[src/rtl/shared_pkg.sv]
// Shared types and constants for the APB request arbiter.
// The state encoding is one-hot and visible on state_o.
package shared_pkg;

  typedef enum logic [2:0] {
    IDLE   = 3'b001,
    SETUP  = 3'b010,
    ACCESS = 3'b100
  } state_t;

  localparam int unsigned DATA_WIDTH      = 32;
  localparam int unsigned ADDR_WIDTH      = 32;
  localparam int unsigned NO_SLAVES       = 4;
  localparam int unsigned MAX_WAIT_PEROPD = 8;
  localparam int unsigned NO_REQUESTERS   = 2;

endpackage

[src/rtl/apb_rr_arbiter.sv]
// Combinational round-robin pick: the search starts one past last_grant
// and wraps, so the most recently served requester has the lowest priority.
module apb_rr_arbiter
  import shared_pkg::*;
#(
  parameter int unsigned NUM_REQ = NO_REQUESTERS,
  parameter int unsigned IDX_W   = (NUM_REQ > 1) ? $clog2(NUM_REQ) : 1
) (
  input  logic [NUM_REQ-1:0] req,
  input  logic [IDX_W-1:0]   last_grant,
  output logic               grant_valid,
  output logic [IDX_W-1:0]   grant_idx
);

  logic [31:0]      w_cand;
  logic [IDX_W-1:0] w_idx;

  always_comb begin
    grant_valid = 1'b0;
    grant_idx   = '0;
    w_cand      = '0;
    w_idx       = '0;
    for (int unsigned i = 1; i <= NUM_REQ; i++) begin
      w_cand = (32'(last_grant) + i) % NUM_REQ;
      w_idx  = w_cand[IDX_W-1:0];
      if (!grant_valid && req[w_idx]) begin
        grant_valid = 1'b1;
        grant_idx   = w_idx;
      end
    end
  end

endmodule

[src/rtl/apb_req_arbiter.sv]
// Multi-requester APB master: round-robin grant, SETUP/ACCESS sequencing,
// wait-state timeout and a registered per-requester completion pulse.
module apb_req_arbiter #(
  parameter int unsigned NUM_REQ    = shared_pkg::NO_REQUESTERS,
  parameter int unsigned DATA_WIDTH = shared_pkg::DATA_WIDTH,
  parameter int unsigned ADDR_WIDTH = shared_pkg::ADDR_WIDTH,
  parameter int unsigned NO_SLAVES  = shared_pkg::NO_SLAVES,
  parameter int unsigned MAX_WAIT   = shared_pkg::MAX_WAIT_PEROPD
) (
  input  logic                          PCLK,
  input  logic                          PRESETn,
  input  logic [NUM_REQ-1:0]            req_i,
  input  logic [NUM_REQ*ADDR_WIDTH-1:0] req_addr_i,
  input  logic [NUM_REQ-1:0]            req_write_i,
  input  logic [NUM_REQ*DATA_WIDTH-1:0] req_wdata_i,
  output logic [NUM_REQ-1:0]            done_o,
  output logic [DATA_WIDTH-1:0]         rsp_rdata_o,
  output logic                          rsp_err_o,
  output logic                          rsp_timeout_o,
  output logic [NO_SLAVES-1:0]          PSEL,
  output logic                          PENABLE,
  output logic [ADDR_WIDTH-1:0]         PADDR,
  output logic                          PWRITE,
  output logic [DATA_WIDTH-1:0]         PWDATA,
  input  logic                          PREADY,
  input  logic [DATA_WIDTH-1:0]         PRDATA,
  input  logic                          PSLVERR,
  output logic [2:0]                    state_o
);
  import shared_pkg::*;

  localparam int unsigned IDX_W  = (NUM_REQ > 1) ? $clog2(NUM_REQ) : 1;
  localparam int unsigned SEL_W  = (NO_SLAVES > 1) ? $clog2(NO_SLAVES) : 1;
  localparam int unsigned WAIT_W = $clog2(MAX_WAIT + 1);

  state_t              r_state;
  logic [IDX_W-1:0]    r_grant;
  logic [IDX_W-1:0]    r_last_grant;
  logic [WAIT_W-1:0]   r_wait;

  logic                  w_grant_valid;
  logic [IDX_W-1:0]      w_grant_idx;
  logic [ADDR_WIDTH-1:0] w_addr;
  logic [DATA_WIDTH-1:0] w_wdata;
  logic                  w_write;
  logic [NO_SLAVES-1:0]  w_psel;
  logic [WAIT_W-1:0]     w_wait_inc;

  apb_rr_arbiter #(
    .NUM_REQ (NUM_REQ),
    .IDX_W   (IDX_W)
  ) u_rr (
    .req         (req_i),
    .last_grant  (r_last_grant),
    .grant_valid (w_grant_valid),
    .grant_idx   (w_grant_idx)
  );

  // Slave select is decoded from the top address bits of the winning request.
  always_comb begin
    w_addr  = req_addr_i[w_grant_idx*ADDR_WIDTH +: ADDR_WIDTH];
    w_wdata = req_wdata_i[w_grant_idx*DATA_WIDTH +: DATA_WIDTH];
    w_write = req_write_i[w_grant_idx];
    w_psel  = '0;
    w_psel[w_addr[ADDR_WIDTH-1 -: SEL_W]] = 1'b1;
  end

  assign w_wait_inc = r_wait + WAIT_W'(1);
  assign state_o    = r_state;

  always_ff @(posedge PCLK) begin
    if (!PRESETn) begin
      r_state       <= IDLE;
      r_grant       <= '0;
      r_last_grant  <= IDX_W'(NUM_REQ - 1);
      r_wait        <= '0;
      done_o        <= '0;
      rsp_rdata_o   <= '0;
      rsp_err_o     <= 1'b0;
      rsp_timeout_o <= 1'b0;
      PSEL          <= '0;
      PENABLE       <= 1'b0;
      PADDR         <= '0;
      PWRITE        <= 1'b0;
      PWDATA        <= '0;
    end else begin
      done_o <= '0;
      unique case (r_state)
        IDLE: begin
          PSEL    <= '0;
          PENABLE <= 1'b0;
          if (w_grant_valid) begin
            r_grant      <= w_grant_idx;
            r_last_grant <= w_grant_idx;
            PADDR        <= w_addr;
            PWRITE       <= w_write;
            PWDATA       <= w_wdata;
            PSEL         <= w_psel;
            r_wait       <= '0;
            r_state      <= SETUP;
          end
        end
        SETUP: begin
          PENABLE <= 1'b1;
          r_state <= ACCESS;
        end
        ACCESS: begin
          if (PREADY) begin
            done_o[r_grant] <= 1'b1;
            rsp_err_o       <= PSLVERR;
            rsp_timeout_o   <= 1'b0;
            if (!PWRITE) rsp_rdata_o <= PRDATA;
            PSEL    <= '0;
            PENABLE <= 1'b0;
            r_state <= IDLE;
          end else if (w_wait_inc == WAIT_W'(MAX_WAIT)) begin
            done_o[r_grant] <= 1'b1;
            rsp_err_o       <= 1'b1;
            rsp_timeout_o   <= 1'b1;
            PSEL    <= '0;
            PENABLE <= 1'b0;
            r_state <= IDLE;
          end else begin
            r_wait <= w_wait_inc;
          end
        end
        default: begin
          PSEL    <= '0;
          PENABLE <= 1'b0;
          r_state <= IDLE;
        end
      endcase
    end
  end

endmodule
[config.mk]
export PLATFORM = sky130hd
export DESIGN_NAME = apb_req_arbiter
export DESIGN_NICKNAME = d
export VERILOG_FILES = /design/src/rtl/shared_pkg.sv /design/src/rtl/apb_rr_arbiter.sv /design/src/rtl/apb_req_arbiter.sv
export SDC_FILE = /design/constraint.sdc
export NUM_CORES = 1
export LEC_CHECK = 0
export CORE_ASPECT_RATIO = 1.25
export CORE_MARGIN = 1
export CORE_UTILIZATION = 35
export DETAILED_ROUTE_END_ITERATION = 12
export MAX_ROUTING_LAYER = met4
export PLACE_DENSITY = 0.86
export SLEW_MARGIN = 30
export SYNTH_ARGS = -nofsm -noshare
export SYNTH_HDL_FRONTEND = slang
export SYNTH_SLANG_ARGS = --single-unit
[constraint.sdc]
create_clock -name PCLK -period 2.4 [get_ports PCLK]
set_input_delay 0.24 -clock PCLK [delete_from_list [all_inputs] [get_ports PCLK]]
set_output_delay 0.24 -clock PCLK [all_outputs]
set_load 0.02 [all_outputs]
==> metrics.csv, run 1 <==
metric;value;unit
H-Tree Level Count;4;
number of global-route vias before repair;4659;
first-pass GRT wire length;22.7;mm
die width;110;µm
final WL;14.8;mm
layout cell share with drive strength beyond 1;7.42;%
Clk Latency, worst-skew pair;0.40;ns
Worst Path Arrival;2.24;ns
Max clock buf depth;2;
Sw Share;26.9;%
post-route antenna net violation count;0;
CTS tree;done;
Avg Cell Area, Syn;9.66;µm²
GRT Resource Usage Total;20.4;%
clock transition at the registers of the reported paths;0.05;ns
Tcrit/Tclk final;80.1;%
Reg2Reg Depth;6;
Final Hold Viols;0;
WS Path Type;reg -> reg;
Post-Syn Instances;525;
placeable core area;14000;µm²
number of distinct library cells after synthesis;39;
hold path depth;2;
clock sinks;115;
Num CTS Buffers;17;
Post-CTS Setup Repair Bufs;0;
min cycle time layout;1.92;ns
Yosys reg bits;115;
nets;966;
share of the yosys chip area belonging to registers;45.4;%
FMAX;520;MHz
P_sw;1670;µW
Setup TNS Final;0;ns
kind of end point of the critical path;register;
Clk network pwr share;41.3;%
max_cap viols;0;
worst r2r src;r_wait[0]$_SDFFE_PN0P_;
Rows;48;
clk_skew;0.00584;ns
die area;15000;µm²
setup slack at placement;0.363;ns
Pre-Repair DR Iteration Count;4;
largest net degree at the start of global routing;57;
hold path endpoint;state_o[0]$_SDFFE_PN1P_;
unrepaired setup endpoints after global routing;no;
Mapped Area;5070;µm²
r2r setup slk;0.48;ns
WL/cell;15.0;µm
placed wire-length estimate;10.8;mm
maximum VDD drop;420;µV
Iteration-0 DRC Markers;218;
Initial Utilization;36.2;%
I/O pin cnt;277;
worst path required time;2.72;ns
Die Y;137;µm
crit-path max FO;7;
Slew Limit Fails;0;
final setup fails;0;
DR vias;4846;
Ys Warns;0;
status;complete, no violations;
commonest non-fill, non-tap cell in the layout;clkdlybuf4s50_1;
mean number of vias per cell;4.92;
RR Endpoint;r_wait[0]$_SDFFE_PN0P_;
Port Buffers;276;
DR DRC count;0;
initial antenna violation count;1;
Root Buffer;clkbuf_16;
Pint;4540;µW
Cell Pwr Density;720;nW/µm²
Seq pwr share;35.3;%
Comb pwr share;23.4;%
most frequent cells in the layout;275 x clkdlybuf4s50_1, 139 x nand2_1, 115 x dfxtp_1;
Leak;0.00380;µW
hold crit path type;in -> reg;
fin worst setup slack;0.477;ns
worst-margin pin slew;0.592;ns
HP Start;PRESETn;
Mapped Nets;695;
Startpoint Class;register;
Post-CTS Hold Buffers;0;
GRT overflow;0;
slew margin rel.;60.6;%
Post-CTS Resized;0;
GPL Wtd Cong;0.845;
Area Overhead vs Synth;70.3;%
-- power by group through the flow --
stage                     logic (µW)  clock network, µW  registers (µW)
after floorplan                  491                  0            2420
after global placement          1450                  0            2220
after detailed placement        1460                  0            2230
after CTS                       1470               2630            2190
after global routing            1550               2740            2210
final                           1450               2570            2190
-- synthesized netlist by cell type (all sizes together) --
cell,count,area share (%)
nand2,140,10
dfxtp,115,45
mux2i,68,13
o211a,65,13
a21boi,33,4.9
buf,28,3.5
clkbuf,13,0.96
o21ai,7,0.69
a21oi,5,0.49
a31oi,5,0.62
inv,5,0.37
nor3b,5,1.1
and3,4,0.49
nand3,4,0.39
nand2b,3,0.37
nor2,3,0.27
o211ai,3,0.54
o2bb2ai,3,0.52
and2,2,0.25
ha,2,0.49
nor2b,2,0.25
a22o,1,0.17
a22oi,1,0.15
a31o,1,0.17
nand4b,1,0.17
nand4bb,1,0.22
nor3,1,0.099
o21a,1,0.15
o221a,1,0.22
o22ai,1,0.25
or2,1,0.12
-- state kept, by name (all words and copies together), names as in the netlist, 2 cells and up --
register and cells:
PSEL 4, r_wait 4, rsp_rdata_o 32, PADDR 32
done_o 2, PWDATA 32, state_o 3
-- area by class of cell --
cell class                      count  area (µm²)
Fill cell                        1164        5360
Antenna cell                        1        2.50
Sequential cell                   115        2300
Clock buffer                       19         443
Clock inverter                     13         159
Inverter                            5        18.8
Tap cell                          175         219
Timing Repair Buffer              293        2950
Multi-Input combinational cell    364        2540
-- worst max-delay path by stage --
stage	to	start	slack, ns	depth (start not counted)
2_1_floorplan	rsp_rdata_o[28]$_SDFFE_PN0P_	state_o[2]$_SDFFE_PN0P_	0.74	7
3_3_place_gp	rsp_rdata_o[29]$_SDFFE_PN0P_	PREADY	0.37	5
3_5_place_dp	PWDATA[9]$_SDFFE_PN0P_	req_i[1]	0.36	7
4_1_cts	r_wait[0]$_SDFFE_PN0P_	r_wait[0]$_SDFFE_PN0P_	0.49	6
5_1_grt	r_wait[0]$_SDFFE_PN0P_	r_wait[0]$_SDFFE_PN0P_	0.30	6
6_report	r_wait[0]$_SDFFE_PN0P_	r_wait[0]$_SDFFE_PN0P_	0.48	6
-- routing by layer --
| metal | wire length, µm | track usage [%] | vias to the layer above | share of wire [%] |
|---|---|---|---|---|
| li1 | - | - | 2392 | - |
| met1 | 5740 | 21.1 | 2219 | 39 |
| met2 | 7510 | 35.6 | 211 | 51 |
| met3 | 1190 | 5.90 | 24 | 8.1 |
| met4 | 335 | 8.81 | 0 | 2.3 |
| met5 | 0 | - | - | 0 |
-- cell families (layout without fill, tap and decap cells) --
family | after synthesis | in the layout | synth area share [%]
AO/OA/AOI/OAI | 127 | 127 | 21.7
AND/OR/NAND/NOR | 167 | 167 | 14.1
multiplexers | 68 | 68 | 13.4
buffers and inverters | 46 | 330 | 4.86
flip-flops | 115 | 115 | 45.4
adder cells (fa/ha/maj) | 2 | 2 | 0.494
other | 0 | 1 | 0
-- per-stage QoR --
stage / cell area (µm²) / power (µW) / instances / util (%) / hold slack, ns
after floorplan: 5070 / 2910 / 525 / - / 0.375
after global placement: 8030 / 3670 / 952 / 57.4 / 0.437
after detailed placement: 8030 / 3690 / 952 / 57.4 / 0.445
after CTS: 8630 / 6290 / 984 / 61.7 / 0.167
after global routing: 8630 / 6500 / 985 / 61.7 / 0.182
final: 8630 / 6210 / 985 / 61.7 / 0.187
-- worst max-delay path, stage by stage, from the launching register on --
cell and delay [ns]:
dfxtp_1 0.36, ha_1 0.30, and2_1 0.19, a21oi_1 0.28, o211ai_2 0.18, nor2b_1 0.31
mux2i_1 0.23
Note: power is estimated with default switching activity, not from simulation.
==> inputs of run 2 (changes only) <==
PLACE_DENSITY = 0.88   (was 0.86)
clock period = 1.7 ns   (was 2.4 ns; I/O delays follow)
==> run 2 against run 1 <==
  * First-iteration DRC count decreased by 2.3%
  * Clock skew increased by 0.0030 ns
  * Sequential power increased by 41%
  * Sequential share of layout area decreased by 0.47 points
  * Largest cell class unchanged
  * Utilization increased by 1.1 points
  * Cell area increased by 1.8%
  * Non-clock buffer count increased by 17
  * Sequential cell count unchanged
  * Routed wire length decreased by 0.45%
==> metrics.csv, run 2 (same netlist as run 1, synthesis figures left out) <==
metric;value;unit
DR vias;4911;
placed cell area;8210;µm²
kind of end point of the critical path;output pin;
Antenna Cells;0;
final WL;14.7;mm
placed wire-length estimate;10.9;mm
Area Overhead vs Synth;73.3;%
Critical Path, Cell by Cell;clkdlybuf4s50_1;
Reg2Reg Depth;6;
Max clock buf depth;2;
largest delay contributor family on the critical path;buffers and inverters;
final instance area;8790;µm²
launch point of the worst path;state_o[0]$_SDFFE_PN1P_;
I/O pin cnt;277;
WS Path Type;reg -> out;
final core utilization;62.8;%
number of global-route vias before repair;4789;
crit path buf inv count;1;
hold path depth;2;
clock sinks;115;
CP max-delay cell;clkdlybuf4s50_1;
Leak;0.00389;µW
Num CTS Buffers;17;
GPL Wtd Cong;0.788;
Rows;48;
min cycle time layout;1.64;ns
Startpoint Class;register;
Initial Utilization;36.2;%
clock transition at the registers of the reported paths;0.05;ns
post-route antenna net violation count;0;
slew margin rel.;74.2;%
unrepaired setup endpoints after global routing;no;
initial antenna violation count;0;
CTS tree;done;
clk_skew;0.00880;ns
placeable core area;14000;µm²
most frequent cells in the layout;274 x clkdlybuf4s50_1, 139 x nand2_1, 115 x dfxtp_1;
first-pass GRT wire length;22.5;mm
DP Cell Count;969;
DR DRC count;0;
Cell Pwr Density;972;nW/µm²
Pre-Repair DR Iteration Count;4;
RR Endpoint;rsp_err_o$_SDFFE_PN0P_;
crit-path max FO;5;
worst-margin pin slew;0.385;ns
Clk Latency, worst-skew pair;0.39;ns
maximum VDD drop;562;µV
hold crit path type;in -> reg;
GRT Resource Usage Total;19.9;%
layout cell share with drive strength beyond 1;9.45;%
commonest non-fill, non-tap cell in the layout;clkdlybuf4s50_1;
mean number of vias per cell;4.91;
Port Buffers;276;
worst r2r src;r_wait[0]$_SDFFE_PN0P_;
largest net degree at the start of global routing;58;
Final Hold Viols;0;
Iteration-0 DRC Markers;213;
max_cap viols;0;
status;complete, no violations;
die area;15000;µm²
worst path required time;1.53;ns
Largest regs;PADDR (32), PWDATA (32), rsp_rdata_o (32);
Slew Limit Fails;0;
Worst Path Arrival;1.47;ns
FMAX;608;MHz
WL/cell;14.7;µm
Post-CTS Hold Buffers;0;
Root Buffer;clkbuf_16;
nets;983;
final setup fails;0;
CP endpoint;state_o[0];
CP Depth;1;
Tcrit/Tclk final;96.8;%
Crit path largest cell delay;0.66;ns
post-route insts no fill;1000;
H-Tree Level Count;4;
Die Y;137;µm
die width;110;µm
GRT overflow;0;
r2r setup slk;0.06;ns
-- run 2: cell types whose count changed in the layout (fill, tap and decap cells not counted), sizes merged --
cell,delta
buf,+17
clkdlybuf4s50,-1
clkinvlp,+2
clkinv,-1
dlymetal6s2s,+1
bufinv,-2
diode,-1
-- run 2: how the worst min path moves through the flow --
stage / startpoint / endpoint / slack (ns)
floorplan: PRDATA[0] / rsp_rdata_o[0]$_SDFFE_PN0P_ / 0.30
detailed placement: PRESETn / state_o[0]$_SDFFE_PN1P_ / 0.44
global placement: PRESETn / r_last_grant$_SDFFE_PN1P_ / 0.43
CTS: PRESETn / state_o[0]$_SDFFE_PN1P_ / 0.02
global route: PRESETn / state_o[0]$_SDFFE_PN1P_ / 0.03
finish: PRESETn / state_o[0]$_SDFFE_PN1P_ / 0.04
-- run 2: metal layers --
metal	part of all wire [%]	vias to the layer above	GRT usage, %
met5	0	-	-
met4	2.4	0	7.48
met3	6.8	23	5.14
met2	51	197	35.5
met1	40	2257	20.9
li1	-	2434	-
-- run 2: cell type report --
type / instances / area [µm²]
clock inverters: 12 / 109
flip-flops and latches: 115 / 2300
inverters: 5 / 18.8
well taps: 175 / 219
fillers: 1124 / 5210
clock buffers: 19 / 453
multi-input cells: 364 / 2550
repair buffers: 310 / 3130
-- run 2: power breakdown --
part / internal (µW) / leakage (µW) / switching (µW) / total, µW
clock network: 2080 / 0.000263 / 1270 / 3340
logic: 1170 / 0.00269 / 940 / 2110
registers: 2950 / 0.000944 / 145 / 3090
total: 6190 / 0.00389 / 2350 / 8540
-- run 2: stage by stage --
stage               hold WS (ns)  setup slack, ns  total power [µW]  TNS, ns
finish                    0.0410           0.0551              8540        0
global route              0.0256          0.00127              8940        0
floorplan                  0.305           0.0378              4110        0
CTS                       0.0228          0.00175              8640        0
detailed placement         0.440           -0.123              5250    -2.44
global placement           0.434          -0.0404              5210   -0.655
-- run 2: repair_timing --
action,CTS,global route
resized for setup,2,2
setup endpoints to repair,4,3
setup buffers,0,0
pin swaps,0,2
==> patch: new RTL, config.mk and constraints of run 1 <==
`ADDR_WIDTH`: 32 -> 36.
--- a/src/rtl/shared_pkg.sv
+++ b/src/rtl/shared_pkg.sv
@@ -10,5 +10,5 @@
 
   localparam int unsigned DATA_WIDTH      = 32;
-  localparam int unsigned ADDR_WIDTH      = 32;
+  localparam int unsigned ADDR_WIDTH      = 36;
   localparam int unsigned NO_SLAVES       = 4;
   localparam int unsigned MAX_WAIT_PEROPD = 8;
Ports: changed (resized PADDR and req_addr_i); port bits go from 277 to 289. No check against the original RTL was run, so the function may have changed too.
==> patch against run 1 <==
Register-to-register slack improved by 0.08 ns; total power rose by 7.7%; worst setup slack got worse by 0.043 ns; sequential cell count rose by 4; routed wire length rose by 1.2%; final area rose by 4.1%; sequential share of layout area fell by 0.16 points; first-iteration DRC count rose by 44%; synthesized area rose by 6.4%; clock power rose by 2%; critical endpoint is now state_o[0]; largest cell class unchanged.
==> patch: results (changes against run 1) <==
Status - complete, no violations
R2R Setup Slk - 0.56 ns (+0.08 ns)
Met2 Use GR - 33.3% (-2.3 points)
Non-Filler Instances - 1018 (+3.4%)
Synth Area in Adders - 0.464% (-0.030 points)
Met1 usage - 19.9% (-1.3 points)
Vias in the first global route - 4734 (+1.6%)
# fillers - 1240 (+6.5%)
Vias per cell - 4.89 (-0.71%)
First-pass GRT wire length - 23300 um (+2.5%)
DR WL/cell - 14.7 um (-2.1%)
Worst R2R Start - state_o[0]
CP peak stage delay - 0.72 ns (+0.36 ns)
Mux cell area share after synthesis - 13.2% (-0.25 points)
Top cells by count, synth - 131 x nand2_1, 119 x dfxtp_1, 71 x mux2i_1
Worst reg2reg path endpoint - r_wait[3]
Maximum vdd ir drop - 557 uV (+33%)
Final GP Congestion - 0.753 (-11%)
HPWL Detailed - 10700 um (-0.90%)
Crit-path leading delay family - buffers and inverters
Clock skew - 0.00832 ns (+0.00248 ns)
Clock Latency Late Sink - 0.42 ns (+0.02 ns)
Overall Global Routing Usage - 19.4% (-0.99 points)
Most area-consuming cells after synthesis - dfxtp_1 44%, mux2i_1 13%, o211a_1 13%, nand2_1 9.1%, a21boi_1 4.9%
Largest net degree at the start of global routing - 83 (+46%)
Worst R2R Path Depth - 5 (-1)
CP max stage cell - clkdlybuf4s50_1
Hold Crit Start - PRESETn
Cells after DPL - 985 (+3.5%)
Post-Syn Instances - 553 (+5.3%)
DR iter-0 viols - 313 (+44%)
Share of cells above drive strength 1 - 7.54% (+0.13 points)
Worst Path Arrival - 1.73 ns (-0.51 ns)
Post-synthesis sequential area ratio - 44.2% (-1.2 points)
Place WS - 0.452 ns (+0.0896 ns)
Slew headroom - 63.5% (+2.9 points)
Met3 Use GR - 6.62% (+0.72 points)
Crit path max fanout - 11 (+4)
Distinct cells, synth - 43 (+10%)
IO buf count - 288 (+4.3%)
Compound-Gate Fraction of Synth Area - 21.7% (about the same)
Regs by FF count - PADDR x36, PWDATA x32, rsp_rdata_o x32
P_leak - 0.00394 uW (+3.6%)
[patch: changes by cell type after synthesis, moves of 3 or more]
cell / before / now
nand2_2: 1 / 11
nand2_1: 139 / 131
dfxtp_1: 115 / 119
inv_1: 5 / 1
nor2b_1: 2 / 6
o211a_1: 65 / 69
a21boi_0: 0 / 3
a31oi_1: 5 / 2
and3b_1: 0 / 3
buf_4: 8 / 11
mux2i_1: 68 / 71
o2bb2ai_1: 3 / 0
[patch: how the worst max path moves through the flow]
stage / slack (ns) / startpoint / end / cells past startpoint
5_1_grt: 0.38 / state_o[0] / state_o[0] / 1
3_5_place_dp: 0.45 / req_i[1] / PWDATA[24] / 6
6_report: 0.43 / state_o[0] / state_o[0] / 1
4_1_cts: 0.41 / state_o[0] / state_o[0] / 1
2_1_floorplan: 0.78 / state_o[2] / rsp_rdata_o[0] / 7
3_3_place_gp: 0.46 / req_i[1] / PWDATA[27] / 6
[patch: cell type report]
class / count / share of cell area, %
antenna: 1 / 0.0278
clock buffer: 18 / 4.89
clock inverter: 14 / 1.95
inverter: 1 / 0.0418
multi-input combinational: 387 / 30.6
sequential: 119 / 26.5
tap: 182 / 2.53
timing repair buffer: 296 / 33.4
[patch: layer usage]
layer	share of wire (%)	wire length, um
met1	39	5890
met2	51	7560
met3	7.8	1170
met4	2.2	332
met5	0	0
[patch: stage by stage]
step | util (%) | hold WS, ns | instance area [um2]
CTS | 59.8 | 0.164 | 8980
global route | 59.9 | 0.171 | 8990
finish | 59.9 | 0.178 | 8990
detailed placement | 55.8 | 0.444 | 8370
floorplan | - | 0.375 | 5390
global placement | 55.8 | 0.439 | 8370
[patch: power by group]
part / switching [uW] / total [uW] / internal [uW]
logic: 807 / 1730 / 925
registers: 135 / 2340 / 2200
clock network: 955 / 2620 / 1670
